**src/rtl/rx_chan_sched.sv**
```systemverilog
// rtl/rx_chan_sched.sv - RX channel scheduler: snapshots I/Q sample sets and serializes them into the RX FIFO
// Handshaked sequencer with stall on fifo_full, sticky overrun on dropped sets and a burst counter.
module rx_chan_sched #(
    parameter int NCH_MAX = 4,
    parameter int DW      = 16
) (
    input  logic                    clk,
    input  logic                    reset,
    input  logic                    enable,
    input  logic                    strobe,
    input  logic [2:0]              num_chan,
    input  logic [NCH_MAX*2*DW-1:0] ch_data,
    input  logic                    fifo_full,
    output logic                    fifo_wrreq,
    output logic [DW-1:0]           fifo_data,
    output logic                    busy,
    output logic                    overrun,
    input  logic                    clear_status,
    output logic [15:0]             sets_sent
);

    localparam int NW = 2 * NCH_MAX;
    localparam int IW = $clog2(NW);
    localparam logic [2:0] LAST_MAX = 3'(NCH_MAX - 1);

    typedef enum logic {
        IDLE,
        SEND
    } state_t;

    state_t        state;
    logic [DW-1:0] snap [NW];
    logic [IW-1:0] idx;
    logic [IW-1:0] last_idx;
    logic [2:0]    last_ch;
    logic [3:0]    last_w;
    logic          take;
    logic          drop;

    always_comb begin
        last_ch = (num_chan > LAST_MAX) ? LAST_MAX : num_chan;
        last_w  = {last_ch, 1'b1};
        take    = (state == IDLE) && strobe && enable && !fifo_full;
        // A set arriving mid-burst, or while the FIFO is full at accept time, is lost.
        drop    = strobe && enable && ((state == SEND) || fifo_full);
    end

    always_ff @(posedge clk) begin
        if (reset) begin
            state      <= IDLE;
            idx        <= '0;
            last_idx   <= '0;
            fifo_wrreq <= 1'b0;
            fifo_data  <= '0;
            busy       <= 1'b0;
            overrun    <= 1'b0;
            sets_sent  <= '0;
        end else begin
            fifo_wrreq <= 1'b0;
            if (drop)
                overrun <= 1'b1;
            else if (clear_status)
                overrun <= 1'b0;

            case (state)
                IDLE: begin
                    if (take) begin
                        for (int k = 0; k < NW; k++)
                            snap[k] <= ch_data[k*DW +: DW];
                        last_idx <= last_w[IW-1:0];
                        idx      <= '0;
                        busy     <= 1'b1;
                        state    <= SEND;
                    end
                end
                SEND: begin
                    if (!fifo_full) begin
                        fifo_wrreq <= 1'b1;
                        fifo_data  <= snap[idx];
                        if (idx == last_idx) begin
                            busy      <= 1'b0;
                            sets_sent <= sets_sent + 16'd1;
                            state     <= IDLE;
                        end else begin
                            idx <= idx + 1'b1;
                        end
                    end
                end
                default: state <= IDLE;
            endcase
        end
    end

endmodule

```
**config.mk**
```make
export PLATFORM = sky130hd
export DESIGN_NAME = rx_chan_sched
export DESIGN_NICKNAME = d
export VERILOG_FILES = /design/src/rtl/rx_chan_sched.sv
export SDC_FILE = /design/constraint.sdc
export NUM_CORES = 1
export LEC_CHECK = 0
export CAP_MARGIN = 20
export CORE_ASPECT_RATIO = 0.9
export CORE_UTILIZATION = 25
export CTS_CLUSTER_SIZE = 8
export DETAILED_ROUTE_END_ITERATION = 10
export PLACE_DENSITY = 0.5
export SYNTH_ARGS = -nofsm -noshare
export SYNTH_HDL_FRONTEND = slang
export SYNTH_SLANG_ARGS = --single-unit
```
**constraint.sdc**
```tcl
create_clock -name clk -period 10.75 [get_ports clk]
set_input_delay 2.15 -clock clk [delete_from_list [all_inputs] [get_ports clk]]
set_output_delay 2.15 -clock clk [all_outputs]
set_load 0.005 [all_outputs]
```
==> metrics.txt <==
most common cell in the synthesized netlist edfxtp_1; Multi-input gate area 0.00177 sq mm; Vias/cell 4.26; CP Cell Sequence clkdlybuf4s50_1, and4bb_2, nor2b_4, buf_4, buf_4; Starting Density 0.258; final wirelength 15,200 um; Synth Flop Type edfxtp_1; portion of the post-synthesis area used by sequential elements 0.714; share of the synthesized area in the top cell type 0.586; port buffer count 171; CP arrival 4850 ps; YS warnings 0; Static Leak 2.88 nW; Simple-Gate Fraction of Synth Area 0.0616; Slew Limit Fails 0; via count 3,880; post-route cell area 0.00924 sq mm; # fillers 2,421; most used cell, CP buf_4; mux share of post-synthesis cell area 0.141; ratio of cells with drive above 1 in the final layout 0.143; Synth area leader edfxtp_1; Fmax achieved 0.208 GHz; synth cell count leaders edfxtp_1, dfxtp_1, mux4_2, nor2_1, mux2i_1; routed len/inst 16.7 um; row count 55; first-pass GRT wire length 23,500 um; xor/xnor share of the synthesized area 0.0130; core area 0.0255 sq mm; hold buffer count at CTS 0; adder and majority cell fraction of the synthesized area 0.00381; DRC Markers 0; Yosys reg bits 170; Total GRT Usage 0.117; HPWL Detailed 10,300 um; Synth area leaders edfxtp_1, dfxtp_1, mux4_2; RSZ-0062 raised after global routing no; Root Buffer clkbuf_16; initial antenna violation count 0; Final Cycle Share 0.447; Hold Path Class reg -> reg; Area Overhead vs Synth 40.7%; Rel. slew slack 0.316; Max Cap Viol 0; startpoint types input port; mapped cell area 0.00656 sq mm; clk buf depth 2; post_cts resized 0; nets 694; die area 0.0269 sq mm; Layout Skew 13.1 ps; status finished, final reports clean; Slowest-stage cell, CP buf_4; Synth Area in Compound Gates 0.0480; Worst-path clk slew 70 ps; IO Count 172; Die Ht 156 um; Critical Path Max Stage Delay 880 ps; Die X 173 um; Synth Area per Inst 17.2 sq um; ANT cells 0; min Tclk post-route 4800 ps; drt first pass iters 4; library cells used by synthesis 36; CP max FO 83; Setup Buffers After CTS 0; critical path class in -> reg; Post-DP Area 0.00864 sq mm; htree depth 4; setup_tns 0 ps; pwr dens 153 mW/mm^2; CTS tree done; Syn Nets 521; Cells after Synth 382; Hold Vio Cnt, Final 0; Worst-Margin Slew 1030 ps; CTS Buf Count 17; Critical Path RT 10,800 ps; vias in the first global route 4,171; Register Area 0.00469 sq mm; ANT nets after route 0; grt ovf 0; RD Place Congestion 0.740; async set-reset flop share out of synthesis 0; crit path capture type register; Iteration-0 DRC Markers 213; Post-synth EDFFs 128; worst skew pair latency 430 ps; Max IR drop VDD 0.0959 mV; clk sink count 170; largest family of logic cells by synthesized area multiplexers; pin count of the biggest net entering global routing 84; Final setup viols 0
==> cell families (layout without fill, tap and decap cells) <==
kind of cell,Yosys count,in the layout
compound gates,50,50
mux,52,52
simple gates,73,73
xor+xnor,8,8
flops,170,170
buf+inv,27,213
fa+ha+maj,2,2
==> where the power goes <==
part           leakage (nW)  switching, W  internal (W)
Sequential             1.50    0.00000511      0.000719
Clock                 0.272      0.000278      0.000327
Combinational          1.10     0.0000273     0.0000581
==> critical path: cells and delay by family <==
kind,cells,cell delay [ps]
buffers and inverters,3,1940
and+or+nand+nor,2,660
==> per-layer routing <==
layer | track usage | part of all wire | vias to the layer above
li1 | - | - | 1868
met1 | 0.139 | 0.43 | 1891
met2 | 0.199 | 0.50 | 112
met3 | 0.0434 | 0.061 | 9
met4 | 0.0329 | 0.0077 | 0
met5 | 0 | 0 | -
==> layout by cell type (no fill, tap or decap), drive strengths merged, types with 6 or more instances in the layout <==
cell type,Yosys,layout
mux2i,19,19
a21oi,14,14
edfxtp,128,128
or3,9,9
inv,5,13
o31ai,6,6
o21ai,9,9
clkbuf,10,17
clkdlybuf4s50,0,170
dfxtp,42,42
mux4,32,32
a211oi,18,18
nor2,31,31
buf,12,6
==> final cells by class <==
cell class / instances / share of cell area
clock buffer: 17 / 0.0461
tap: 342 / 0.0463
sequential: 170 / 0.508
inverter: 5 / 0.00203
timing repair buffer: 176 / 0.190
clock inverter: 15 / 0.0165
multi-input combinational: 185 / 0.191
==> flip-flops by register name (all words and copies together), names as in the netlist <==
register and cells:
sets_sent 16, fifo_wrreq 1, state 1, busy 1, last_idx 3, overrun 1
fifo_data 16, idx 3, snap 128
==> path summary, 6_finish.rpt <==
path | start | end | slack, ps | cells past startpoint
worst max-delay path | fifo_full | snap[5][4] | 5950 | 5
worst min-delay path | overrun | overrun | 470 | 2
worst max register to register | state | snap[5][4] | 7890 | 4
worst min register to register | overrun | overrun | 470 | 2
==> per-stage QoR <==
step | cells | util | hold WS (ps) | power, W | worst slack [ps]
5_1_grt | 910 | 0.363 | 491 | 0.00147 | 5750
4_1_cts | 909 | 0.362 | 473 | 0.00144 | 5950
3_3_place_gp | 877 | 0.339 | 460 | 0.000824 | 5580
6_report | 910 | 0.363 | 469 | 0.00141 | 5950
3_5_place_dp | 877 | 0.339 | 463 | 0.000826 | 5470
2_1_floorplan | 382 | - | 462 | 0.000762 | 1770
Power figures use the tool's default switching activity.
